--- src/rtl/fetch_stage.sv ---
// rtl/fetch_stage.sv - single-wide fetch stage: PC register, icache capture, in-order fetch queue to decode.
module fetch_stage #(
    parameter int              XLEN     = 32,
    parameter logic [XLEN-1:0] RESET_PC = '0,
    parameter int              FQ_DEPTH = 8
) (
    input  logic                          clock,
    input  logic                          reset,
    input  logic [XLEN-1:0]               Icache2proc_data,
    input  logic                          Icache2proc_valid,
    input  logic                          commit_mis_pred,
    input  logic [XLEN-1:0]               commit_target_pc,
    input  logic                          decode_ready,
    output logic [XLEN-1:0]               proc2Icache_addr,
    output logic                          fetch_valid,
    output logic [XLEN-1:0]               fetch_pc,
    output logic [XLEN-1:0]               fetch_inst,
    output logic [$clog2(FQ_DEPTH):0]     fq_count,
    output logic [31:0]                   miss_cycles
);

    localparam int PW = $clog2(FQ_DEPTH);
    localparam int CW = PW + 1;

    logic [XLEN-1:0] pc_q, pc_d;
    logic [PW-1:0]   head_q, head_d;
    logic [PW-1:0]   tail_q, tail_d;
    logic [CW-1:0]   count_q, count_d;
    logic [31:0]     miss_q, miss_d;

    logic [XLEN-1:0] pc_mem   [FQ_DEPTH];
    logic [XLEN-1:0] inst_mem [FQ_DEPTH];

    logic full, enq, deq;

    assign full = (count_q == CW'(FQ_DEPTH));
    assign deq  = fetch_valid && decode_ready && !commit_mis_pred;
    assign enq  = Icache2proc_valid && !commit_mis_pred && (!full || deq);

    always_comb begin
        pc_d    = pc_q;
        head_d  = head_q;
        tail_d  = tail_q;
        count_d = count_q;
        miss_d  = miss_q;
        if (commit_mis_pred) begin
            pc_d    = {commit_target_pc[XLEN-1:2], 2'b00};
            head_d  = '0;
            tail_d  = '0;
            count_d = '0;
        end else begin
            if (enq) begin
                pc_d   = pc_q + XLEN'(4);
                tail_d = tail_q + PW'(1);
            end
            if (deq) begin
                head_d = head_q + PW'(1);
            end
            count_d = count_q + CW'(enq) - CW'(deq);
        end
        // Counts only cycles where a miss is what keeps the queue from filling.
        if (!Icache2proc_valid && !full && !commit_mis_pred && (miss_q != '1)) begin
            miss_d = miss_q + 32'd1;
        end
    end

    always_ff @(posedge clock or negedge reset) begin
        if (!reset) begin
            pc_q    <= RESET_PC;
            head_q  <= '0;
            tail_q  <= '0;
            count_q <= '0;
            miss_q  <= '0;
        end else begin
            pc_q    <= pc_d;
            head_q  <= head_d;
            tail_q  <= tail_d;
            count_q <= count_d;
            miss_q  <= miss_d;
        end
    end

    always_ff @(posedge clock) begin
        if (enq) begin
            pc_mem[tail_q]   <= pc_q;
            inst_mem[tail_q] <= Icache2proc_data;
        end
    end

    assign proc2Icache_addr = pc_q;
    assign fetch_valid      = (count_q != '0);
    assign fetch_pc         = fetch_valid ? pc_mem[head_q]   : '0;
    assign fetch_inst       = fetch_valid ? inst_mem[head_q] : '0;
    assign fq_count         = count_q;
    assign miss_cycles      = miss_q;

endmodule

--- config.mk ---
export PLATFORM = sky130hd
export DESIGN_NAME = fetch_stage
export DESIGN_NICKNAME = d
export VERILOG_FILES = /design/src/rtl/fetch_stage.sv
export SDC_FILE = /design/constraint.sdc
export NUM_CORES = 1
export LEC_CHECK = 0
export BUFFER_PORTS_ARGS = -buffer_cell sky130_fd_sc_hd__buf_2
export CORE_ASPECT_RATIO = 1.1
export CORE_MARGIN = 4
export CORE_UTILIZATION = 50
export CTS_CLUSTER_SIZE = 30
export DETAILED_ROUTE_END_ITERATION = 12
export PLACE_DENSITY = 0.73
export SYNTH_ARGS = -nofsm -noshare
export SYNTH_HDL_FRONTEND = slang
export SYNTH_SLANG_ARGS = --single-unit
export TNS_END_PERCENT = 1
--- constraint.sdc ---
create_clock -name clock -period 11.9 [get_ports clock]
set_input_delay 1.785 -clock clock [delete_from_list [all_inputs] [get_ports clock]]
set_output_delay 1.785 -clock clock [all_outputs]
set_load 0.03 [all_outputs]
==> results of run 1 <==
final cells by class:
class,instances,share of cell area (%)
Sequential cell,568,64.0
Clock inverter,36,1.17
Timing Repair Buffer,213,4.27
Inverter,8,0.115
Clock buffer,68,5.54
Antenna cell,2,0.0192
Tap cell,581,2.79
Multi-Input combinational cell,559,22.1
flip-flops by register name, summed over array words and instances (netlist names):
signal and cells:
pc_mem 240, head_q 3, proc2Icache_addr 30, miss_cycles 32, inst_mem 256, fq_count 4, tail_q 3
path summary, 6_finish.rpt:
path | startpoint | to | slack, ns | cells past startpoint
min | miss_cycles[23]$_DFFE_PN0P_ | miss_cycles[23]$_DFFE_PN0P_ | 0.50 | 1
max in group asynchronous | reset | head_q[1]$_DFFE_PN0P_ | 9.77 | 2
min reg2reg | miss_cycles[23]$_DFFE_PN0P_ | miss_cycles[23]$_DFFE_PN0P_ | 0.50 | 1
min in group asynchronous | reset | miss_cycles[23]$_DFFE_PN0P_ | 1.18 | 1
max reg2reg | fq_count[2]$_DFF_PN0_ | inst_mem[5][9]$_DFFE_PP_ | 8.61 | 8
max | head_q[1]$_DFFE_PN0P_ | fetch_pc[28] | 6.56 | 5
power by group:
group          switching (mW)  internal (mW)  leakage, nW  total (mW)
Clock                   0.732          0.935        0.856        1.67
Sequential              0.121           2.28         5.40        2.40
Combinational           0.833          0.497         2.65        1.33
cell usage after synthesis (all sizes together) (3+ instances only):
master  instances
edfxtp        496
mux4          124
nor2           86
dfrtp          72
mux2i          64
nand2          50
xor2           50
clkbuf         35
buf            28
o21ai          28
nor3           24
nand3          21
nand4          18
xnor2          13
and3           10
and4            9
ha              9
nor4            9
inv             8
mux2            7
nand2b          5
nor3b           5
a21oi           4
and2            4
nor4b           3
layer usage:
| layer | vias to the layer above | routed length (um) | part of all wire (%) |
|---|---|---|---|
| met4 | 2 | 910 | 1.9 |
| met1 | 6093 | 19700 | 40 |
| met3 | 63 | 3370 | 6.9 |
| li1 | 5157 | - | - |
| met2 | 352 | 24800 | 51 |
| met5 | - | 9 | 0.018 |
metrics by stage:
| stage | setup slack [ns] | utilization, % | total power [mW] | hold WS [ns] |
|---|---|---|---|---|
| after floorplan | 2.36 | - | 3.39 | 0.590 |
| after global placement | 7.07 | 54.5 | 3.78 | 0.469 |
| after detailed placement | 7.07 | 54.5 | 3.80 | 0.483 |
| after CTS | 6.41 | 58.4 | 5.46 | 0.496 |
| after global routing | 6.27 | 58.4 | 5.64 | 0.538 |
| final | 6.56 | 58.4 | 5.39 | 0.500 |
kinds of logic after synthesis:
family          count (synthesis)  synth area share (%)
flops                         568                  73.6
simple gates                  251                  5.69
mux                           195                  15.5
buf+inv                        71                  1.35
xor+xnor                       63                  2.43
compound gates                 36                 0.849
fa+ha+maj                      10                 0.585
other cells                     1                0.0165
==> metrics.yaml, run 1 <==
syn_inst: 1195
wl_per_cell_um: 24.0
p_leak_nw: 8.91
slowest_delay_ns: 1.02
fillers: 3286
die_area_sq_um: 48800
ir_drop_mv: 0.123
first_pass_iters: 5
powerDensity_nw_per_um2: 207
worstPathMaxFanout: 70
synth_area_leader_cell: "edfxtp_1"
cp.required_ns: 10.12
max-slew-margin-rel_pct: 22.8
cap_violations: 0
worstPathCellList: "buf_4 -> mux4_2 -> mux2i_1 -> nor2_1 -> buf_2"
cts_tree: "yes"
coreArea_sq_um: 44700
tns_ns: 0
cts_hold_buf: 0
synthArstFlopShare_pct: 12.7
ys_seq_area_share_pct: 73.6
clk_pin_slew_ns: 0.06
worst-path-buf-inv: 2
cts_htree_levels: 2
slew_viol_final: 0
grt_pass1_vias: 12300
drt_iter0_drc: 983
outcome: "completed"
fin_crit_sh_pct: 44.8
finalNetCount: 1484
crit_family: "buffers and inverters"
synth_top_area_share_pct: 65.7
root_buffer: "clkbuf_16"
synth.area.top_cells: "edfxtp_1 66%, mux4_2 12%, dfrtp_1 7.9%"
fin_area_sq_um: 26100
grt_use_total_pct: 20.1
antenna_found_initial: 3
final_common_cell: "edfxtp_1"
layout_common_cells: "496 x edfxtp_1, 194 x buf_2, 124 x mux4_2, 82 x nor2_1, 69 x dfrtp_1"
grt_max_degree: 74
syn2layout_area_growth_pct: 15.0
finalHoldViolCount: 0
multi_input_area_sq_um: 5760
grt_pass1_wl_mm: 74.5
boundaryPins: 202
place.gp.congestion: 0.833
place_inst: 1929
die_w_um: 211
antenna_left: 0
setup_viol: 0
drc: 0
ff_latch_area_sq_um: 16700
cts_buffers: 55
fin_skew_ns: 0.0149
placed_area_sq_um: 24300
worstSetupPathType: "flop to output port"
tightest_slew_ns: 1.16
overflow: 0
port_buffers: 195
grtUsageMet2_pct: 34.0
dpl.hpwl_mm: 26.6
clock_sinks: 568
grt_busiest_layer: "met2"
stdcell_count: 2035
vias: 11700
synth_cell_types: 46
grt_setup_unrepaired: "false"
met1_usage_pct: 27.0
synth_edf_count: 496
initial_utilization_pct: 50.8
synth_area_sq_um: 22700
cts_buffer_depth: 3
min_period_ns: 5.34
drive_above_1_share_pct: 31.1
slowest_stage: "dfrtp_4"
wl_mm: 48.8
met3_usage_pct: 4.20
ctsResizeCount: 0
die_y_um: 231
postCtsSetupBuffers: 0
syn_area_per_cell_sq_um: 19.0
drt-vias-per-instance: 5.73
yosys_warnings: 0
critical_path.endpoint_type: "output port"
hp-class: "flop to flop"
clk_latency_ns: 0.60
synth_ff_type: "edfxtp_1"
crit_path_start_kind: "flop"
critPathArrivalTime_ns: 3.55
fmax_mhz: 187
synth_seq_cells: 568
placementRows: 81
Power figures use the tool's default switching activity.
==> inputs of run 2 (changes only) <==
Settings changed: ABC_AREA set to 1, PLACE_DENSITY 0.73 to 0.75.
Clock period 11.9 ns to 4.7 ns, I/O delays scaled along.
==> metrics.yaml, run 2 <==
dpl.hpwl_mm: 33.7
vias: 17400
fin_util_pct: 57.9
slowest_stage: "buf_12"
placed_area_sq_um: 26000
grt_setup_unrepaired: "false"
synth_area_leader_cell: "edfxtp_1"
outcome: "completed"
finalNetCount: 2497
cts_htree_levels: 2
synth_area_sq_um: 24300
syn_area_per_cell_sq_um: 10.8
pre_cts_slack_ns: 1.57
synth_cell_types: 36
synth_edf_count: 496
finalHoldViolCount: 0
syn_inst: 2259
ir_drop_mv: 0.538
die_w_um: 218
synth.most_common_cell: "nor2_1"
wl_per_cell_um: 19.3
final_common_cell: "nor2_1"
p_total_mw: 14.6
whs_ns: 0.155
met1_usage_pct: 28.5
place_inst: 3006
synth-simple-area-share_pct: 17.3
tns_ns: 0
drt-vias-per-instance: 5.59
grt_max_degree: 250
die_area_sq_um: 52200
critPathArrivalTime_ns: 3.10
synth_ff_type: "edfxtp_1"
drive_above_1_share_pct: 13.4
tightest_slew_ns: 1.18
fin_skew_ns: 0.0182
ys_seq_area_share_pct: 68.7
worstPathMaxFanout: 249
cts_buffers: 55
grt_pass1_wl_mm: 92.1
drc: 0
met3_usage_pct: 5.81
placementRows: 84
regMostFlops: "inst_mem"
fin_crit_sh_pct: 81.0
slew_viol_final: 0
place.gp.congestion: 0.925
cts_tree: "yes"
worstSetupPathType: "flop to output port"
ctsResizeCount: 0
clk_pin_slew_ns: 0.06
grt_pass1_vias: 17000
coreArea_sq_um: 47900
synth_commonest_cells: "538 x nor2_1, 496 x edfxtp_1, 423 x nand2_1, 203 x o21ai_0, 83 x nand3_1"
die_y_um: 239
stdcell_count: 3113
fmax_mhz: 263
syn2layout_area_growth_pct: 14.1
fillers: 3833
boundaryPins: 202
critical_path.endpoint_type: "output port"
antenna_left: 0
wl_mm: 59.9
synth.area.top_cells: "edfxtp_1 61%, nor2_1 8.3%, dfrtp_1 7.4%"
synth_top_family_by_area: "simple AND/OR/NAND/NOR gates"
grt_busiest_layer: "met2"
fin_area_sq_um: 27700
yosys_warnings: 0
synth_top_area_share_pct: 61.3
grt_use_total_pct: 22.4
slowest_delay_ns: 0.67
overflow: 0
regToRegSetupSlack_ns: 2.06
antenna_found_initial: 10
worstPathCellList: "buf_12 -> o21ai_0 -> o211ai_1 -> nand2_1 -> nor2_1 -> buf_2"
grtUsageMet2_pct: 37.7
synth_seq_cells: 568
synth_compound_area_share_pct: 9.25
powerDensity_nw_per_um2: 526
layout_common_cells: "530 x nor2_1, 496 x edfxtp_1, 423 x nand2_1, 203 x o21ai_0, 195 x buf_2"
p_leak_nw: 10.4
largest_reg_flops: 256
clock_sinks: 568
rr_endpoint: "inst_mem[0][7]$_DFFE_PP_"
cts_hold_buf: 0
cts_buffer_depth: 3
synthArstFlopShare_pct: 12.7
rr_startpoint: "fq_count[2]$_DFF_PN0_"
setup_viol: 0
root_buffer: "clkbuf_16"
postCtsSetupBuffers: 0
port_buffers: 195
cp.required_ns: 3.99
drt_iter0_drc: 1445
max-slew-margin-rel_pct: 21.3
r2r_cells: 8
initial_utilization_pct: 50.7
first_pass_iters: 5
min_period_ns: 3.80
cap_violations: 0
hp-class: "input port to async pin"
clk_latency_ns: 0.61
crit_path_start_kind: "flop"
layout_setup_ws_ns: 0.895
synthAdderAreaFrac_pct: 0.545
synth_xor_xnor_area_share_pct: 0.792
yosys-mux-area-fraction_pct: 0
-- run 2: cell count changes after synthesis, sizes merged, moves of 38 or more --
cell,before,now
xor2,50,12
nand2,50,431
mux2i,64,0
nand3,21,83
nor2,86,542
inv,8,76
o22ai,0,62
o21ai,28,259
o211ai,0,63
mux4,124,0
-- run 2: power breakdown --
group          internal (mW)  switching, mW  leakage, nW  total, mW
logic                   1.11           3.13         4.15       4.24
clock network           2.38           1.85        0.852       4.23
registers               5.83          0.288         5.42       6.12
total                   9.32           5.26         10.4       14.6
-- run 2: cell families after synthesis --
kind of cell	count (synthesis)
buf+inv	197
simple gates	1064
fa+ha+maj	10
other cells	1
xor+xnor	22
flops	568
compound gates	397
-- run 2: worst max path at each step --
stage	start	end	slack, ns	cells after the start
3_5_place_dp	commit_mis_pred	inst_mem[3][7]$_DFFE_PP_	1.57	7
2_1_floorplan	fq_count[2]$_DFF_PN0_	inst_mem[0][0]$_DFFE_PP_	0.20	7
6_report	head_q[0]$_DFFE_PN0P_	fetch_pc[22]	0.90	6
5_1_grt	head_q[0]$_DFFE_PN0P_	fetch_pc[23]	0.77	6
4_1_cts	head_q[0]$_DFFE_PN0P_	fetch_pc[11]	0.93	7
3_3_place_gp	commit_mis_pred	inst_mem[0][10]$_DFFE_PP_	1.58	7
-- run 2: final cells by class --
type	instances	area, sq um	share of cell area [%]
tap	645	807	2.91
timing repair buffer	220	1340	4.83
antenna	5	12.5	0.0451
clock inverter	35	308	1.11
multi-input combinational	1497	6850	24.7
inverter	76	293	1.06
sequential	568	16700	60.2
clock buffer	67	1420	5.13
-- run 2: routing by layer --
metal	vias up	routed length [um]
li1	8112	-
met1	8445	23600
met2	714	29200
met3	128	5400
met4	14	1670
met5	-	94
-- run 2: worst max-delay path: cells and delay by family, from the launching register on --
| family | cells | cell delay, ns |
|---|---|---|
| AO/OA/AOI/OAI | 2 | 0.55 |
| buffers and inverters | 2 | 0.91 |
| AND/OR/NAND/NOR | 2 | 0.31 |
| flip-flops | 1 | 0.45 |
